**src/rtl/seg7_scan_driver.sv**
```systemverilog
// seg7_scan_driver
//   Multi-digit seven-segment scan controller. A packed hex value is captured
//   into a shadow register on load_in. The digits are then time-multiplexed
//   onto a shared cathode bus, one anode at a time, with REFRESH_CYCLES
//   clocks per digit. The block also does hex glyph decode, per-digit
//   decimal points and optional leading-zero blanking. All outputs are
//   registered, so they show the counter, digit index and shadow state of
//   the previous cycle.
//
//   Optional macro SEG7_BRIGHTNESS_EN adds bright_in[3:0]. With it, each
//   slot is lit only for the first (REFRESH_CYCLES/16)*(bright_in+1) cycles.
//   Without it the duty cycle is 100%.
//
// Ports
//   clk_in       system clock
//   rst_n_in     asynchronous active-low reset (display dark)
//   val_in       packed nibbles, nibble i drives digit i (digit 0 = rightmost)
//   dp_in        decimal-point request per digit
//   load_in      capture val_in / dp_in into the shadow registers
//   blank_lz_in  enable leading-zero blanking (digit 0 is never blanked)
//   bright_in    duty select, 0 = 1/16 .. 15 = full (SEG7_BRIGHTNESS_EN only)
//   cat_out      segment cathodes a..g (bit 0 = a), active-low
//   dp_out       decimal-point cathode, active-low
//   an_out       digit anodes, active-low, one-hot-low while lit
module seg7_scan_driver #(
  parameter int NUM_DIGITS     = 8,
  parameter int REFRESH_CYCLES = 100000
) (
  input  logic                    clk_in,
  input  logic                    rst_n_in,
  input  logic [4*NUM_DIGITS-1:0] val_in,
  input  logic [NUM_DIGITS-1:0]   dp_in,
  input  logic                    load_in,
  input  logic                    blank_lz_in,
`ifdef SEG7_BRIGHTNESS_EN
  input  logic [3:0]              bright_in,
`endif
  output logic [6:0]              cat_out,
  output logic                    dp_out,
  output logic [NUM_DIGITS-1:0]   an_out
);

  localparam int CW    = $clog2(REFRESH_CYCLES);
  localparam int IW    = $clog2(NUM_DIGITS);
  localparam int SLICE = REFRESH_CYCLES / 16;

  logic [CW-1:0]                cnt;
  logic [IW-1:0]                idx;
  logic [NUM_DIGITS-1:0][3:0]   sh_val;
  logic [NUM_DIGITS-1:0]        sh_dp;

  // Active-high segment pattern (bit 0 = a .. bit 6 = g).
  function automatic logic [6:0] glyph(input logic [3:0] n);
    case (n)
      4'h0: glyph = 7'h3F;  4'h1: glyph = 7'h06;
      4'h2: glyph = 7'h5B;  4'h3: glyph = 7'h4F;
      4'h4: glyph = 7'h66;  4'h5: glyph = 7'h6D;
      4'h6: glyph = 7'h7D;  4'h7: glyph = 7'h07;
      4'h8: glyph = 7'h7F;  4'h9: glyph = 7'h6F;
      4'hA: glyph = 7'h77;  4'hB: glyph = 7'h7C;
      4'hC: glyph = 7'h39;  4'hD: glyph = 7'h5E;
      4'hE: glyph = 7'h79;  default: glyph = 7'h71;
    endcase
  endfunction

  // Scan timing: each digit owns REFRESH_CYCLES consecutive clocks.
  always_ff @(posedge clk_in or negedge rst_n_in) begin
    if (!rst_n_in) begin
      cnt <= '0;
      idx <= '0;
    end else if (cnt == CW'(REFRESH_CYCLES - 1)) begin
      cnt <= '0;
      idx <= (idx == IW'(NUM_DIGITS - 1)) ? '0 : idx + 1'b1;
    end else begin
      cnt <= cnt + 1'b1;
    end
  end

  // Shadow registers: the display never looks at val_in/dp_in directly.
  always_ff @(posedge clk_in or negedge rst_n_in) begin
    if (!rst_n_in) begin
      sh_val <= '0;
      sh_dp  <= '0;
    end else if (load_in) begin
      sh_val <= val_in;
      sh_dp  <= dp_in;
    end
  end

  // lz_mask[i] is set when nibbles i..NUM_DIGITS-1 are all zero. This is
  // computed top-down so each bit folds in the digits above it. Bit 0 stays
  // clear, so a zero value still shows a single "0".
  logic [NUM_DIGITS-1:0] lz_mask;
  logic                  lz_acc;
  always_comb begin
    lz_mask = '0;
    lz_acc  = 1'b1;
    for (int i = NUM_DIGITS - 1; i >= 1; i--) begin
      lz_acc     = lz_acc & (sh_val[i] == 4'h0);
      lz_mask[i] = lz_acc;
    end
  end

  // The duty limit is one bit wider than cnt so that REFRESH_CYCLES itself
  // fits. With a full limit, cnt < limit always holds.
  logic [CW:0] duty_lim;
  always_comb begin
`ifdef SEG7_BRIGHTNESS_EN
    duty_lim = (CW+1)'(SLICE * (int'(bright_in) + 1));
`else
    duty_lim = (CW+1)'(SLICE * 16);
`endif
  end

  logic                  lit;
  logic [6:0]            cat_nxt;
  logic                  dp_nxt;
  logic [NUM_DIGITS-1:0] an_nxt;
  always_comb begin
    lit     = !(blank_lz_in && lz_mask[idx]) && ({1'b0, cnt} < duty_lim);
    cat_nxt = 7'h7F;
    dp_nxt  = 1'b1;
    an_nxt  = '1;
    if (lit) begin
      cat_nxt = ~glyph(sh_val[idx]);
      dp_nxt  = ~sh_dp[idx];
      an_nxt  = ~(NUM_DIGITS'(1) << idx);
    end
  end

  always_ff @(posedge clk_in or negedge rst_n_in) begin
    if (!rst_n_in) begin
      cat_out <= 7'h7F;
      dp_out  <= 1'b1;
      an_out  <= '1;
    end else begin
      cat_out <= cat_nxt;
      dp_out  <= dp_nxt;
      an_out  <= an_nxt;
    end
  end

endmodule

```
**config.mk**
```make
export PLATFORM = sky130hd
export DESIGN_NAME = seg7_scan_driver
export DESIGN_NICKNAME = d
export VERILOG_FILES = /design/src/rtl/seg7_scan_driver.sv
export SDC_FILE = /design/constraint.sdc
export NUM_CORES = 1
export LEC_CHECK = 0
export CORE_ASPECT_RATIO = 1.1
export CORE_UTILIZATION = 40
export DETAILED_ROUTE_END_ITERATION = 12
export HOLD_SLACK_MARGIN = 0.05
export PLACE_DENSITY_LB_ADDON = 0.3
export SYNTH_ARGS = -nofsm -noshare
export SYNTH_HDL_FRONTEND = slang
export SYNTH_SLANG_ARGS = --single-unit
```
**constraint.sdc**
```tcl
create_clock -name clk_in -period 5.4 [get_ports clk_in]
set_input_delay 0.81 -clock clk_in [delete_from_list [all_inputs] [get_ports clk_in]]
set_output_delay 0.81 -clock clk_in [all_outputs]
set_load 0.1 [all_outputs]
```
==> results of run 1 <==
==> final timing paths <==
path	slack [ns]	cells after the start	to
setup / recovery	2.57	1	an_out[3]
hold / removal	0.49	1	cnt[0]$_DFF_PN0_
setup reg to reg	2.75	5	cat_out[0]$_DFF_PN1_
hold reg to reg	0.49	1	cnt[0]$_DFF_PN0_
max in group asynchronous	3.81	2	idx[2]$_DFFE_PN0N_
min in group asynchronous	0.62	1	sh_val[30]$_DFFE_PN0P_
==> power groups by stage <==
stage	sequential, mW	combinational, mW	clock [mW]
6_report	0.645	0.234	0.450
5_1_grt	0.649	0.249	0.482
4_1_cts	0.644	0.236	0.459
3_5_place_dp	0.655	0.236	0
3_3_place_gp	0.655	0.232	0
2_1_floorplan	0.721	0.0859	0
==> cell usage after synthesis (3+ instances only) <==
library cell | instances | share of area (%)
a21oi_1 | 5 | 0.68
buf_1 | 3 | 0.31
buf_2 | 3 | 0.41
dfrtp_1 | 60 | 41
dfstp_2 | 16 | 11
ha_1 | 13 | 4.4
inv_1 | 7 | 0.72
mux2_2 | 41 | 13
mux2i_1 | 7 | 1.9
mux4_1 | 6 | 4.3
mux4_2 | 4 | 2.5
nand2_1 | 17 | 1.7
nand2b_1 | 4 | 0.68
nand3_1 | 15 | 2.0
nand4_1 | 4 | 0.68
nor2_1 | 10 | 1.0
nor4_1 | 9 | 1.5
o21ai_0 | 4 | 0.55
or2_2 | 3 | 0.51
xnor2_1 | 7 | 1.7
xor2_1 | 6 | 1.4
==> cell type report <==
type	instances	area (µm²)	share of cell area [%]
Clock buffer	11	151	3.33
Clock inverter	5	58.8	1.29
Inverter	8	30.0	0.660
Multi-Input combinational cell	181	1640	36.1
Sequential cell	76	1920	42.3
Tap cell	114	143	3.14
Timing Repair Buffer	61	601	13.2
==> flip-flops by register name, summed over array words and instances, names as in the netlist <==
register / count
idx: 3
sh_val: 32
an_out: 8
dp_out: 1
cnt: 17
sh_dp: 8
cat_out: 7
==> layer usage <==
| layer | part of all wire (%) | up-vias |
|---|---|---|
| li1 | - | 1121 |
| met1 | 47 | 1170 |
| met2 | 47 | 65 |
| met3 | 4.5 | 13 |
| met4 | 2.2 | 0 |
| met5 | 0 | - |
==> kinds of logic after synthesis <==
family | count (synthesis) | synth area share [%]
flip-flops | 76 | 52.5
XOR/XNOR | 13 | 3.11
multiplexers | 61 | 22.7
buffers and inverters | 20 | 2.70
AO/OA/AOI/OAI | 22 | 4.44
adder cells (fa/ha/maj) | 13 | 4.44
AND/OR/NAND/NOR | 72 | 10.1
==> reports/metrics.yaml, run 1 <==
holdWs_ns: 0.493
clk_path_buf_depth: 2
grt_pass1_vias: 2362
antenna_cells: 0
timing.rr.start: "idx[0]$_DFFE_PN0N_"
cp.arrival_ns: 2.02
cts-buffers-inserted: 9
drive_above_1_share_pct: 26.0
fin_crit_sh_pct: 52.3
vdd_drop_max_uv: 164
stdcell_count: 456
viasPerCell: 5.20
crit_family: "buffers and inverters"
rsz0062_at_grt: "false"
switchingPower_mw: 0.373
syn_area_um2: 3660
cts.sink_count: 76
nFillCells: 785
gr-usage-met3_pct: 3.13
pwr-share-clk_pct: 33.9
layout_setup_ws_ns: 2.57
start_util_pct: 41.3
post_cts_resized: 0
postCtsHoldBufs: 0
drtPass1Iterations: 4
final_cell_mix: "60 x dfrtp_1, 58 x clkdlybuf4s50_1, 41 x mux2_2"
syn_nets: 334
ys_ff_latch: 76
tns_ns: 0
wire_per_inst_um: 15.6
synth_ff_type: "dfrtp_1"
cp-start-kind: "register"
finalHoldViolCount: 0
post-cts-setup-buffer-count: 0
coreArea_um2: 8870
criticalPathCategory: "register to output port"
path_cells: "clkdlybuf4s50_1"
setup_viol: 0
crit_required_ns: 4.59
cellLeakagePower_nw: 1.88
skew_ns: 0.0110
drv_cap: 0
die_area_um2: 9540
slew_viol_final: 0
clock_latency_ns: 0.35
yosysUniqueCellTypes: 47
cpMaxStageDelayCell: "clkdlybuf4s50_1"
syn2layout_area_growth_pct: 24.2
ant_nets: 0
synth_cells: 277
ys_async_sr_fraction_pct: 100
final_util_pct: 51.2
status: "completed"
ioPinCount: 60
top_usage_layer: "met2"
die_w_um: 93.2
grtUsageTotal_pct: 16.2
grt_pass1_wl_mm: 11.7
intPower_mw: 0.956
final_common_cell: "dfrtp_1"
grt_max_degree: 45
port_buffers: 59
met1_usage_pct: 21.9
path_max_fanout: 1
drc: 0
fp.dieH_um: 102
rows: 36
hp-class: "register to register"
ys_warn_count: 0
synth.avg_cell_area_um2: 13.2
vias: 2369
design_area_um2: 4550
hold_start: "cnt[0]$_DFF_PN0_"
dp_hpwl_mm: 5.17
tightest_slew_ns: 0.975
synth_seq_area_share_pct: 52.5
fmax_mhz: 354
seqPwrFrac_pct: 48.5
total_power_mw: 1.33
end_kind: "output port"
synth_edf_count: 0
power.density_nw_per_um2: 292
place_congestion: 0.866
relSlewSlack_pct: 34.8
placed_cells: 440
place_area_um2: 4340
path_clk_slew_ns: 0.08
grt_overflow: 0
drtIter0Drc: 100
startpoint: "an_out[3]$_DFF_PN1_"
period_needed_ns: 2.83
antenna_found_initial: 0
tritoncts: "built"
switching_share_pct: 28.1
htreeDepth: 3
pre_cts_slack_ns: 2.71
fin_nets: 394
path_buf_inv: 1
routed_wl_mm: 7.13
grtUsageMet2_pct: 25.5
comb_power_share_pct: 17.6
cts_root_buf: "clkbuf_8"
slowest_delay_ns: 1.13
(Power assumes the default switching activity.)
==> run 2: changes to the inputs <==
==> constraint.sdc (replaced) <==
create_clock -name clk_in -period 2.6 [get_ports clk_in]
set_input_delay 0.39 -clock clk_in [delete_from_list [all_inputs] [get_ports clk_in]]
set_output_delay 0.39 -clock clk_in [all_outputs]
set_load 0.1 [all_outputs]
==> run 2 against run 1 <==
Effect of this change:
- register-to-register slack got worse by 2.5 ns
- non-clock buffer count rose by 4
- largest power group unchanged
- die area is the same
- final area down 0.44%
- power rose by 100%
- global-route usage is essentially flat
==> reports/metrics.yaml, run 2 (synthesis results as in run 1) <==
fin_crit_sh_pct: 89.4
htreeDepth: 3  # unchanged
vdd_drop_max_uv: 281  # was 164 µV
switchingPower_mw: 0.759  # was 0.373 mW
cellLeakagePower_nw: 1.91  # was 1.88 nW
drc: 0  # unchanged
rows: 36  # unchanged
holdWs_ns: 0.0797  # was 0.493 ns
grtUsageTotal_pct: 16.2  # about the same
ant_nets: 0  # unchanged
nFillCells: 786  # was 785
intPower_mw: 1.91  # was 0.956 mW
grt_overflow: 0  # unchanged
drv_cap: 0  # unchanged
relSlewSlack_pct: 53.9  # was 34.8%
place_area_um2: 4340  # about the same
comb_power_share_pct: 18.1  # was 17.6%
vias: 2404  # was 2,369
cts_root_buf: "clkbuf_8"  # unchanged
seqPwrFrac_pct: 50.2  # was 48.5%
postCtsHoldBufs: 0  # unchanged
hp-class: "input pin to async pin"  # was register to register
switching_share_pct: 28.5  # was 28.1%
design_area_um2: 4530  # was 4550 µm²
fin_nets: 398  # was 394
grt_pass1_vias: 2439  # was 2,362
drtIter0Drc: 101  # was 100
slew_viol_final: 0  # unchanged
end_kind: "register"  # was output port
die_area_um2: 9540  # unchanged
criticalPathCategory: "register to register"  # was register to output port
drive_above_1_share_pct: 31.5  # was 26.0%
grt_pass1_wl_mm: 11.9  # was 11.7 mm
antenna_found_initial: 0  # unchanged
cts-buffers-inserted: 9  # unchanged
antenna_cells: 0  # unchanged
slowest_delay_ns: 0.61  # was 1.13 ns
start_util_pct: 41.3  # unchanged
final_common_cell: "dfrtp_1"  # unchanged
grt_max_degree: 77  # was 45
tritoncts: "built"  # unchanged
path_cells: "mux4_2, mux2_4, inv_1, ha_1, inv_1, mux2i_1, mux2i_1, nand2b_1"  # was clkdlybuf4s50_1
fp.dieH_um: 102  # unchanged
cp-start-kind: "register"  # unchanged
power.density_nw_per_um2: 589  # was 292 nW/µm²
dp_hpwl_mm: 5.11  # was 5.17 mm
syn2layout_area_growth_pct: 23.6  # was 24.2%
final_cell_mix: "60 x dfrtp_1, 42 x clkdlybuf4s50_1, 41 x mux2_2"  # was 60 x dfrtp_1, 58 x clkdlybuf4s50_1, 41 x mux2_2
status: "completed"  # unchanged
period_needed_ns: 2.33
finalHoldViolCount: 0  # unchanged
setup_viol: 0  # unchanged
post_cts_resized: 0  # unchanged
clk_path_buf_depth: 2  # unchanged
port_buffers: 59  # unchanged
path_clk_slew_ns: 0.08  # about the same
fmax_mhz: 430
pwr-share-clk_pct: 31.7  # was 33.9%
routed_wl_mm: 7.14  # was 7.13 mm
ioPinCount: 60  # unchanged
clock_latency_ns: 0.34  # was 0.35 ns
place_congestion: 0.841  # was 0.866
die_w_um: 93.2  # unchanged
largest_reg_flops: 32  # unchanged
rsz0062_at_grt: "false"  # unchanged
cts.sink_count: 76  # unchanged
viasPerCell: 5.23  # was 5.20
coreArea_um2: 8870  # unchanged
drtPass1Iterations: 4  # unchanged
tns_ns: 0  # unchanged
tightest_slew_ns: 0.692  # was 0.975 ns
top_register: "sh_val"  # unchanged
cp.arrival_ns: 2.60  # was 2.02 ns
crit_required_ns: 2.87  # was 4.59 ns
path_max_fanout: 10  # was 1
largestRegisters: "sh_val (32), cnt (17)"  # unchanged
cpMaxStageDelayCell: "dfrtp_1"  # was clkdlybuf4s50_1
post-cts-setup-buffer-count: 0  # unchanged
wire_per_inst_um: 15.5  # was 15.6 µm
skew_ns: 0.00867  # was 0.0110 ns
run 2: worst max-delay path, delay by kind of cell (launching register included):
family | cells | cell delay, ns
buf+inv | 2 | 0.22
flops | 1 | 0.61
fa+ha+maj | 1 | 0.25
simple gates | 1 | 0.11
mux | 4 | 1.07
run 2: power groups by stage:
stage / registers [mW] / clock network, mW / logic, mW
2_1_floorplan: 1.50 / 0 / 0.178
3_3_place_gp: 1.36 / 0 / 0.480
3_5_place_dp: 1.36 / 0 / 0.487
4_1_cts: 1.34 / 0.874 / 0.487
5_1_grt: 1.35 / 0.924 / 0.515
6_report: 1.34 / 0.844 / 0.482
run 2: per-layer routing:
layer / vias to the layer above / GRT usage (%) / part of all wire (%)
met4: 0 / 5.68 / 1.5
met2: 56 / 24.7 / 47
met5: - / 0 / 0
met1: 1201 / 22.5 / 48
met3: 10 / 4.24 / 3.9
li1: 1137 / - / -
run 2: layout make-up:
type                    count  area (µm²)  share of cell area (%)
clock inverters             4        22.5                   0.498
well taps                 114         143                    3.15
flip-flops and latches     76        1920                    42.5
clock buffers              12         165                    3.65
inverters                   8        30.0                   0.663
multi-input cells         181        1640                    36.3
repair buffers             65         603                    13.3
run 2: worst paths after layout:
kind | cells after the start | to | startpoint | slack [ns]
min | 2 | sh_val[8]$_DFFE_PN0P_ | rst_n_in | 0.08
max | 8 | cat_out[3]$_DFF_PN1_ | idx[0]$_DFFE_PN0N_ | 0.27
min reg2reg | 1 | cnt[0]$_DFF_PN0_ | cnt[0]$_DFF_PN0_ | 0.49
max reg2reg | 8 | cat_out[3]$_DFF_PN1_ | idx[0]$_DFFE_PN0N_ | 0.27
min in group clk_in | 1 | cnt[0]$_DFF_PN0_ | cnt[0]$_DFF_PN0_ | 0.49
max in group asynchronous | 2 | dp_out$_DFF_PN1_ | rst_n_in | 2.18
run 2: through the flow:
| stage | power (mW) | instances | util, % | worst slack, ns |
|---|---|---|---|---|
| after floorplan | 1.67 | 277 | - | 0.479 |
| after global placement | 1.84 | 444 | 48.9 | 0.339 |
| after detailed placement | 1.85 | 444 | 48.9 | 0.286 |
| after CTS | 2.70 | 460 | 51.0 | 0.264 |
| after global routing | 2.79 | 460 | 51.0 | 0.121 |
| final | 2.66 | 460 | 51.0 | 0.275 |
==> run 3: changes to the inputs <==
--- a/config.mk
+++ b/config.mk
@@ -7,7 +7,9 @@
 export LEC_CHECK = 0
 export CORE_ASPECT_RATIO = 1.1
 export CORE_UTILIZATION = 40
+export CTS_CLUSTER_DIAMETER = 100
 export DETAILED_ROUTE_END_ITERATION = 12
+export DONT_BUFFER_PORTS = 1
 export HOLD_SLACK_MARGIN = 0.05
 export PLACE_DENSITY_LB_ADDON = 0.3
 export SYNTH_ARGS = -nofsm -noshare
==> run 3 against run 2 <==
Effect of this change:
- hold slack improved by 0.10 ns
- power increased by 2.2%
- routed wire length decreased by 0.94%
- count of clock-buffer cells in the layout decreased by 3
- global-route usage about the same
- critical endpoint unchanged
- sequential share of layout area increased by 5.2 points
- largest cell class unchanged
==> reports/metrics.yaml, run 3 (synthesis results as in run 1) <==
drv_cap: 0  # unchanged
drc: 0  # unchanged
drive_above_1_share_pct: 31.9  # was 31.5%
viasPerCell: 5.51  # was 5.23
path_max_fanout: 10  # unchanged
met3_wirelength_um: 396  # was 278 µm
die_w_um: 93.2  # unchanged
criticalPathCategory: "register to register"  # unchanged
clock_latency_ns: 0.35  # was 0.34 ns
cts-buffers-inserted: 9  # unchanged
path_cells: "mux4_2, nand2_1, and2_1, inv_1, ha_1, mux2i_1, mux2i_1, nand2b_1"  # was mux4_2, mux2_4, inv_1, ha_1, inv_1, mux2i_1, mux2i_1, nand2b_1
cp_common_cell: "mux2i_1"
grt_pass1_wl_mm: 11.6  # was 11.9 mm
drtPass1Iterations: 4  # unchanged
die_area_um2: 9540  # unchanged
cts.sink_count: 76  # unchanged
holdWs_ns: 0.181  # was 0.0797 ns
rsz0062_at_grt: "false"  # unchanged
syn2layout_area_growth_pct: 10.1  # was 23.6%
largest_reg_flops: 32  # unchanged
largestRegisters: "sh_val (32), cnt (17)"  # unchanged
power.density_nw_per_um2: 676  # was 589 nW/µm²
cellLeakagePower_nw: 1.68  # was 1.91 nW
final-seq-area_um2: 1920  # unchanged
tritoncts: "built"  # unchanged
cpMaxStageDelayCell: "dfrtp_1"  # unchanged
vdd_drop_max_uv: 278  # was 281 µV
drt-met1-wl_mm: 3.37  # was 3.40 mm
grt_pass1_vias: 2220  # was 2,439
fp.dieH_um: 102  # unchanged
place_congestion: 0.842  # was 0.841
nFillCells: 826  # was 786
cp-start-kind: "register"  # unchanged
port_buffers: 0  # was 59
drtIter0Drc: 112  # was 101
grt_max_degree: 77  # unchanged
finalHoldViolCount: 0  # unchanged
final_common_cell: "dfrtp_1"  # unchanged
end_kind: "register"  # unchanged
clk_path_buf_depth: 2  # unchanged
period_needed_ns: 2.32  # was 2.33 ns
skew_ns: 0.0102  # was 0.00867 ns
rows: 36  # unchanged
tightest_slew_ns: 0.573  # was 0.692 ns
fin_nets: 340  # was 398
dr_wl_met2_mm: 3.24  # was 3.35 mm
slowest_delay_ns: 0.61  # about the same
hp-class: "input pin to register"  # was input pin to async pin
cp.arrival_ns: 2.59  # was 2.60 ns
status: "completed"  # unchanged
antenna_cells: 0  # unchanged
antenna_found_initial: 0  # unchanged
path_clk_slew_ns: 0.08  # about the same
crit_required_ns: 2.87  # about the same
ioPinCount: 60  # unchanged
ant_nets: 0  # unchanged
vias: 2217  # was 2,404
setup_viol: 0  # unchanged
relSlewSlack_pct: 61.4  # was 53.9%
cts_root_buf: "clkbuf_8"  # unchanged
top_register: "sh_val"  # unchanged
multi_input_area_um2: 1640  # unchanged
highest_layer: "met4"  # unchanged
grtUsageTotal_pct: 16.2  # about the same
routed_wl_mm: 7.07  # was 7.14 mm
coreArea_um2: 8870  # unchanged
htreeDepth: 3  # unchanged
post-cts-setup-buffer-count: 0  # unchanged
grt_overflow: 0  # unchanged
final_cell_mix: "60 x dfrtp_1, 41 x mux2_2, 17 x nand2_1"  # was 60 x dfrtp_1, 42 x clkdlybuf4s50_1, 41 x mux2_2
start_util_pct: 41.3  # unchanged
fmax_mhz: 431  # was 430 MHz
wire_per_inst_um: 17.6  # was 15.5 µm
fin_crit_sh_pct: 89.2  # was 89.4%
slew_viol_final: 0  # unchanged
tns_ns: 0  # unchanged
dp_hpwl_mm: 4.97  # was 5.11 mm
==> run 3: cell count changes in the layout (fill, tap and decap cells not counted), sizes merged <==
cell           change
clkinvlp           +1
buf               -17
clkinv             -2
clkdlybuf4s50     -42
inv                +2
clkbuf             -3
dlygate4sd3        +1
bufinv             +2
==> run 3: worst paths after layout <==
path,start,end,slack (ns),cells after the start
worst max-delay path,idx[1]$_DFFE_PN0N_,cat_out[3]$_DFF_PN1_,0.28,8
worst min-delay path,val_in[20],sh_val[20]$_DFFE_PN0P_,0.18,1
worst max register to register,idx[1]$_DFFE_PN0N_,cat_out[3]$_DFF_PN1_,0.28,8
worst min register to register,cnt[0]$_DFF_PN0_,cnt[0]$_DFF_PN0_,0.48,1
max in group asynchronous,rst_n_in,dp_out$_DFF_PN1_,1.66,2
min in group asynchronous,rst_n_in,sh_val[9]$_DFFE_PN0P_,0.60,2
==> run 3: power by group <==
part           switching (mW)  internal (mW)
logic                  0.0937          0.126
registers               0.214           1.29
clock network           0.461          0.545
total                   0.768           1.96
==> run 3: worst max-delay path: cells and delay by family, from the launching register on <==
kind	cells	cell delay, ns
muxes	3	0.79
DFF	1	0.61
and+or+nand+nor	3	0.47
adders and majority gates	1	0.25
buffers and inverters	1	0.13
==> run 3: routing by layer <==
layer | GRT usage [%] | vias up
li1 | - | 1025
met1 | 22.8 | 1120
met2 | 23.8 | 66
met3 | 4.76 | 6
met4 | 6.04 | 0
met5 | 0 | -
==> run 3: per-stage QoR <==
| stage | cell area, µm² | util (%) | cells | total power, mW | setup WS [ns] |
|---|---|---|---|---|---|
| finish | 4030 | 45.4 | 402 | 2.72 | 0.280 |
| CTS | 4030 | 45.4 | 402 | 2.76 | 0.263 |
| detailed placement | 3770 | 42.5 | 384 | 1.72 | 0.275 |
| global placement | 3770 | 42.5 | 384 | 1.71 | 0.324 |
| floorplan | 3660 | - | 277 | 1.67 | 0.479 |
| global route | 4030 | 45.4 | 402 | 2.84 | 0.135 |
==> run 3: area by class of cell <==
| cell class | instances | area share, % |
|---|---|---|
| Tap cell | 114 | 3.54 |
| Sequential cell | 76 | 47.7 |
| Clock inverter | 7 | 2.42 |
| Timing Repair Buffer | 7 | 1.86 |
| Inverter | 8 | 0.745 |
| Clock buffer | 9 | 3.07 |
| Multi-Input combinational cell | 181 | 40.7 |
==> run 3: timing repair <==
item	in CTS	in global routing
resized for setup	0	0
setup endpoints to repair	0	0
hold endpoints to repair	76	0
hold buffers	2	0
